`src/rtl/sram_arb_pkg.sv`:
```
// Shared types for the two-master SRAM request arbiter: FSM states, owner id, size codes.
package sram_arb_pkg;

  typedef enum logic [1:0] {
    IDLE  = 2'd0,
    ISSUE = 2'd1,
    RESP  = 2'd2
  } state_t;

  typedef logic owner_t;

  localparam logic [1:0] SIZE_B = 2'd0;
  localparam logic [1:0] SIZE_H = 2'd1;
  localparam logic [1:0] SIZE_W = 2'd2;

endpackage

```
`src/rtl/sram_req_arbiter_rr_arb2.sv`:
```
// Two-way round-robin picker: combinational grant from req + last_grant pointer,
// pointer advances only when the grant is actually taken.
module rr_arb2
  import sram_arb_pkg::*;
(
  input  logic       clk,
  input  logic       rst_n,
  input  logic [1:0] i_req,
  input  logic       i_take,
  output logic [1:0] o_grant,
  output owner_t     o_grant_idx
);

  owner_t r_last_grant;
  owner_t w_pick;

  // On a conflict the master that did not win last time goes first.
  always_comb begin
    w_pick = 1'b0;
    if (i_req == 2'b11) begin
      w_pick = ~r_last_grant;
    end else if (i_req[1]) begin
      w_pick = 1'b1;
    end
  end

  assign o_grant     = i_req & (w_pick ? 2'b10 : 2'b01);
  assign o_grant_idx = w_pick;

  always_ff @(posedge clk or negedge rst_n) begin
    if (!rst_n) begin
      r_last_grant <= 1'b1;
    end else if (i_take && (|i_req)) begin
      r_last_grant <= w_pick;
    end
  end

endmodule

```
`src/rtl/sram_req_arbiter.sv`:
```
// Round-robin arbiter putting instruction fetch (m0) and load/store (m1) onto one SRAM port,
// one transaction in flight. Optional SRAM_ARB_PERF_EN adds grant/conflict counters.
module sram_req_arbiter
  import sram_arb_pkg::*;
#(
  parameter int ADDR_WIDTH = 32,
  parameter int DATA_WIDTH = 32,
  parameter int MASK_WIDTH = $clog2(DATA_WIDTH)
) (
  input  logic                  clk,
  input  logic                  rst,
  input  logic                  m0_req,
  input  logic [ADDR_WIDTH-1:0] m0_addr,
  input  logic [MASK_WIDTH-1:0] m0_wmask,
  input  logic [1:0]            m0_size,
  input  logic [DATA_WIDTH-1:0] m0_wdata,
  output logic                  m0_ready,
  output logic                  m0_resp_valid,
  output logic [DATA_WIDTH-1:0] m0_rdata,
  input  logic                  m1_req,
  input  logic [ADDR_WIDTH-1:0] m1_addr,
  input  logic [MASK_WIDTH-1:0] m1_wmask,
  input  logic [1:0]            m1_size,
  input  logic [DATA_WIDTH-1:0] m1_wdata,
  output logic                  m1_ready,
  output logic                  m1_resp_valid,
  output logic [DATA_WIDTH-1:0] m1_rdata,
  output logic                  data_req,
  output logic [ADDR_WIDTH-1:0] data_addr,
  output logic [MASK_WIDTH-1:0] data_wmask,
  output logic [1:0]            data_size,
  output logic [DATA_WIDTH-1:0] data_wdata,
  input  logic [DATA_WIDTH-1:0] data_rdata,
  input  logic                  data_stall,
  input  logic                  data_valid
`ifdef SRAM_ARB_PERF_EN
  ,
  output logic [31:0]           perf_grant0,
  output logic [31:0]           perf_grant1,
  output logic [31:0]           perf_conflict
`endif
);

  state_t                r_state;
  owner_t                r_owner;
  logic [ADDR_WIDTH-1:0] r_addr;
  logic [MASK_WIDTH-1:0] r_wmask;
  logic [1:0]            r_size;
  logic [DATA_WIDTH-1:0] r_wdata;

  logic [1:0]            w_req;
  logic [1:0]            w_grant;
  owner_t                w_grant_idx;
  logic                  w_idle;
  logic                  w_accept;
  logic                  w_issue;
  logic                  w_resp;
  logic [DATA_WIDTH-1:0] w_resp_data;
  logic [1:0]            w_resp_valid;
  logic [DATA_WIDTH-1:0] w_rdata_arr [2];

  assign w_req    = {m1_req, m0_req};
  assign w_idle   = (r_state == IDLE);
  assign w_accept = w_idle && (|w_req);

  rr_arb2 u_rr_arb2 (
    .clk         (clk),
    .rst_n       (rst),
    .i_req       (w_req),
    .i_take      (w_idle),
    .o_grant     (w_grant),
    .o_grant_idx (w_grant_idx)
  );

  // Gating with rst keeps ready low while reset is held, even though state already reads IDLE.
  assign m0_ready = rst && w_idle && w_grant[0];
  assign m1_ready = rst && w_idle && w_grant[1];

  always_ff @(posedge clk or negedge rst) begin
    if (!rst) begin
      r_state <= IDLE;
      r_owner <= 1'b0;
      r_addr  <= '0;
      r_wmask <= '0;
      r_size  <= '0;
      r_wdata <= '0;
    end else begin
      case (r_state)
        IDLE: begin
          if (w_accept) begin
            r_owner <= w_grant_idx;
            r_addr  <= w_grant_idx ? m1_addr  : m0_addr;
            r_wmask <= w_grant_idx ? m1_wmask : m0_wmask;
            r_size  <= w_grant_idx ? m1_size  : m0_size;
            r_wdata <= w_grant_idx ? m1_wdata : m0_wdata;
            r_state <= ISSUE;
          end
        end
        ISSUE: begin
          if (!data_stall) begin
            r_state <= RESP;
          end
        end
        RESP: begin
          if (data_valid) begin
            r_state <= IDLE;
          end
        end
        default: r_state <= IDLE;
      endcase
    end
  end

  assign w_issue    = (r_state == ISSUE);
  assign data_req   = w_issue;
  assign data_addr  = w_issue ? r_addr  : '0;
  assign data_wmask = w_issue ? r_wmask : '0;
  assign data_size  = w_issue ? r_size  : '0;
  assign data_wdata = w_issue ? r_wdata : '0;

  // Writes (non-zero mask) return zero data rather than whatever the SRAM drives.
  assign w_resp      = (r_state == RESP) && data_valid;
  assign w_resp_data = (r_wmask == '0) ? data_rdata : '0;

  for (genvar gi = 0; gi < 2; gi++) begin : g_resp
    assign w_resp_valid[gi] = w_resp && (r_owner == owner_t'(gi));
    assign w_rdata_arr[gi]  = w_resp_valid[gi] ? w_resp_data : '0;
  end

  assign m0_resp_valid = w_resp_valid[0];
  assign m1_resp_valid = w_resp_valid[1];
  assign m0_rdata      = w_rdata_arr[0];
  assign m1_rdata      = w_rdata_arr[1];

`ifdef SRAM_ARB_PERF_EN
  logic [31:0] r_perf_grant0;
  logic [31:0] r_perf_grant1;
  logic [31:0] r_perf_conflict;

  always_ff @(posedge clk or negedge rst) begin
    if (!rst) begin
      r_perf_grant0   <= '0;
      r_perf_grant1   <= '0;
      r_perf_conflict <= '0;
    end else begin
      if (w_accept && !w_grant_idx) begin
        r_perf_grant0 <= r_perf_grant0 + 32'd1;
      end
      if (w_accept && w_grant_idx) begin
        r_perf_grant1 <= r_perf_grant1 + 32'd1;
      end
      if (w_idle && (&w_req)) begin
        r_perf_conflict <= r_perf_conflict + 32'd1;
      end
    end
  end

  assign perf_grant0   = r_perf_grant0;
  assign perf_grant1   = r_perf_grant1;
  assign perf_conflict = r_perf_conflict;
`endif

endmodule

```
`config.mk`:
```
export PLATFORM = sky130hd
export DESIGN_NAME = sram_req_arbiter
export DESIGN_NICKNAME = d
export VERILOG_FILES = /design/src/rtl/sram_arb_pkg.sv /design/src/rtl/sram_req_arbiter_rr_arb2.sv /design/src/rtl/sram_req_arbiter.sv
export SDC_FILE = /design/constraint.sdc
export NUM_CORES = 1
export LEC_CHECK = 0
export BUFFER_PORTS_ARGS = -buffer_cell sky130_fd_sc_hd__buf_2
export CAP_MARGIN = 30
export CORE_AREA = 2 2 126 128
export DETAILED_ROUTE_END_ITERATION = 12
export DIE_AREA = 0 0 128 130
export GPL_TIMING_DRIVEN = 0
export PLACE_DENSITY = 0.64
export SYNTH_ARGS = -nofsm -noshare
export SYNTH_HDL_FRONTEND = slang
export SYNTH_SLANG_ARGS = --single-unit
```
`constraint.sdc`:
```
create_clock -name clk -period 2 [get_ports clk]
set_input_delay 0.4 -clock clk [delete_from_list [all_inputs] [get_ports clk]]
set_output_delay 0.4 -clock clk [all_outputs]
set_load 0.1 [all_outputs]
```
==> impl_results.md <==
- Max FO, Critical Path: 5
- Vias/cell: 4.67
- CP Launch Type: register
- Outcome: finished, violations left
- Clk buf depth: 2
- Final min period: 2610 ps
- Crit path to: m1_rdata[26]
- Average size of a mapped cell: around 12 µm²
- # setup viols final: between 100 and 150
- HP Class: input pin to async pin
- Worst reg2reg endpoint: r_wmask[4]
- Ys Warns: 0
- Max Freq: 384 MHz
- GRT overflow: 0
- CP top delay family: simple AND/OR/NAND/NOR gates
- Io pins: 320
- Final period utilization: 130%
- Max VDD drop: 1.16 mV
- Post-synth cell types: 27
- CTS tree: yes
- Die Area: 0.0166 mm²
- Worst EP arrival: around 2200 ps
- DR WL/cell: 19.4 µm
- Critical Path RT: approximately 1600 ps
- Setup Crit Path Kind: register to output port
- Dominant cells by area after synthesis: dfrtp_1 (38%), mux2_2 (20%), and2_1 (17%)
- Synth Net Count: 583
- Post-synth top area share: 37.8%
- Vias: approximately 4500
- Finished layout cell area: 0.0100 mm²
- Worst Setup SP: r_wmask[4]
- Clock Latency Late Sink: 340 ps
- Die Wd: 128 µm
- Post-Route WL: 18.7 mm
- Yosys reg bits: 75
- Layout area overhead: 105%
- Post-synthesis instance total: around 400
- R2R setup slack: roughly 80 ps
- Layout net count: 949
- CP Cell Sequence: or4_4 -> nor3b_4 -> buf_6 -> buf_6 -> and2_4 -> buf_12
- Row cnt: 46
- Top cell by count, worst path: buf_6
- # H-tree levels: 3
- Fraction of layout cells with a size suffix above 1: between 80% and 90%
- Total CTS buffers: 9
- Least-Margin Pin Slew: between 500 and 600 ps
- First-pass iteration count of the detailed router: 4
- Critical path's largest stage delay: 580 ps
- Buffers on Ports: 319
- Worst path bufs/invs: 3
- Root buffer cell: clkbuf_16
- PwrDens: 1770 mW/mm²
- Register area share after synthesis: 38.4%
- LEAKAGE: 4.79 nW
- Max-cap violations: 0
- DIE HEIGHT: 130 µm
- RSZ-0062 raised after global routing: true
- Dpl cell area: 0.00699 mm²
- Slew margin rel.: 63.6%
- DRT antenna net count: 0
- WHS: 43.1 ps
- Reg clk slew, reported paths: 60 ps
- Clk_skew: 5.68 ps
- RR Startpoint: u_rr_arb2.r_last_grant
- Global-route wire length before repair: 27.2 mm
- Critical-path top delay cell: or4_4
- Routability cong.: 0.749
- Hold Fails Final Rpt: 0
- Setup ws final: -607 ps
- Overall Global Routing Usage: 22.0%
- Clk sinks: 75
- Max Slew Vio Count: 0
- Core area: between 0.015 and 0.02 mm²
- Crit path depth: 6
- DP HPWL: 12.1 mm
- DRC Markers: 0
- CP Capture Type: output port
- Post-Syn Area: 0.00490 mm²
- Initial Utilization: approximately a third
- Initial antenna violation count: 1
- DRT iter0 DRCs: between 100 and 150
- Largest net degree at the start of global routing: 30
- Vias in the first global route: 4651
- Post-synth top area cell: dfrtp_1
- Worst R2R Path Depth: 6
- Failing checks: negative setup slack
area by class of cell:
type / count / area (µm²)
fillers: 1120 / 5390
repair buffers: 356 / 4120
multi-input cells: 299 / 3170
flip-flops and latches: 75 / 1880
plain buffers: 28 / 310
clock buffers: 14 / 284
well taps: 192 / 240
clock inverters: 1 / 30.0
diodes: 1 / 2.50
cell families after synthesis:
| kind of cell | count (synthesis) | share of synthesized area, % |
|---|---|---|
| mux | 142 | 36.5 |
| buf+inv | 29 | 4.42 |
| flops | 75 | 38.4 |
| compound gates | 6 | 0.869 |
| simple gates | 151 | 19.9 |
synthesized netlist by cell type (all sizes together):
library cell,number
a21bo,1
a21o,1
a21oi,1
a31oi,1
and2,135
and4,1
and4b,1
buf,21
clkbuf,8
dfrtp,74
dfstp,1
mux2,142
nand2,3
nand2b,2
nand3b,1
nor2,3
nor2b,1
nor3,1
nor3b,1
nor4,1
o21ai,2
or4,1
stage by stage:
step,cells,power [mW],TNS [ps],util (%),setup slack [ps]
4_1_cts,955,17.2,-37430,63.7,-582
2_1_floorplan,403,10.6,-13100,-,-224
3_3_place_gp,914,12.0,-72020,45.1,-1160
6_report,966,17.7,-45240,65.1,-607
3_5_place_dp,915,12.1,-67200,45.3,-829
5_1_grt,966,18.4,-51240,65.1,-652
cells in the final DEF (no fill, tap or decap), types with 2 or more instances in the layout:
cell	netlist	final
and2_4	0	133
buf_16	0	2
mux2_4	50	50
nor2_4	0	2
and2_2	3	2
buf_4	0	14
buf_12	0	138
mux2_2	85	85
nand2_1	3	3
clkbuf_8	0	4
buf_8	0	10
clkbuf_16	0	11
dfrtp_1	74	74
buf_6	13	29
buf_2	8	186
mux2_1	7	7
nand2b_1	2	2
power by group:
part,total [mW],internal (mW),switching (mW)
Sequential,2.78,2.32,0.459
Clock,1.72,1.10,0.627
Combinational,13.2,5.64,7.58
Total,17.7,9.06,8.67
worst min-delay path by stage:
stage / startpoint / endpoint / cells after the start
after global placement: r_addr[25] / r_addr[25] / 1
after global routing: rst / r_wdata[21] / 2
after CTS: rst / r_wdata[21] / 2
after floorplan: rst / r_addr[0] / 0
final: rst / r_wdata[21] / 2
after detailed placement: rst / r_addr[19] / 1
layer usage:
layer	vias up	GRT usage (%)	share of wire (%)
li1	2100	-	-
met1	2171	24.4	37
met2	208	41.1	54
met3	34	4.67	6.3
met4	0	9.05	2.6
met5	-	0	0
state kept, by name, summed over array words and instances (netlist names):
name                    cells
r_size                      2
r_addr                     32
r_state                     2
r_wdata                    32
r_wmask                     5
r_owner                     1
u_rr_arb2.r_last_grant      1
what timing repair did:
| action | 4_1_cts | 5_1_grt |
|---|---|---|
| hold endpoints to repair | 20 | 0 |
| setup buffers | 14 | 8 |
| setup endpoints to repair | 138 | 186 |
| gates resized for setup | 655 | 56 |
| hold buffers | 1 | 0 |
| pin swaps | 54 | 8 |
| gates cloned | 11 | 1 |
(Power assumes the default switching activity.)
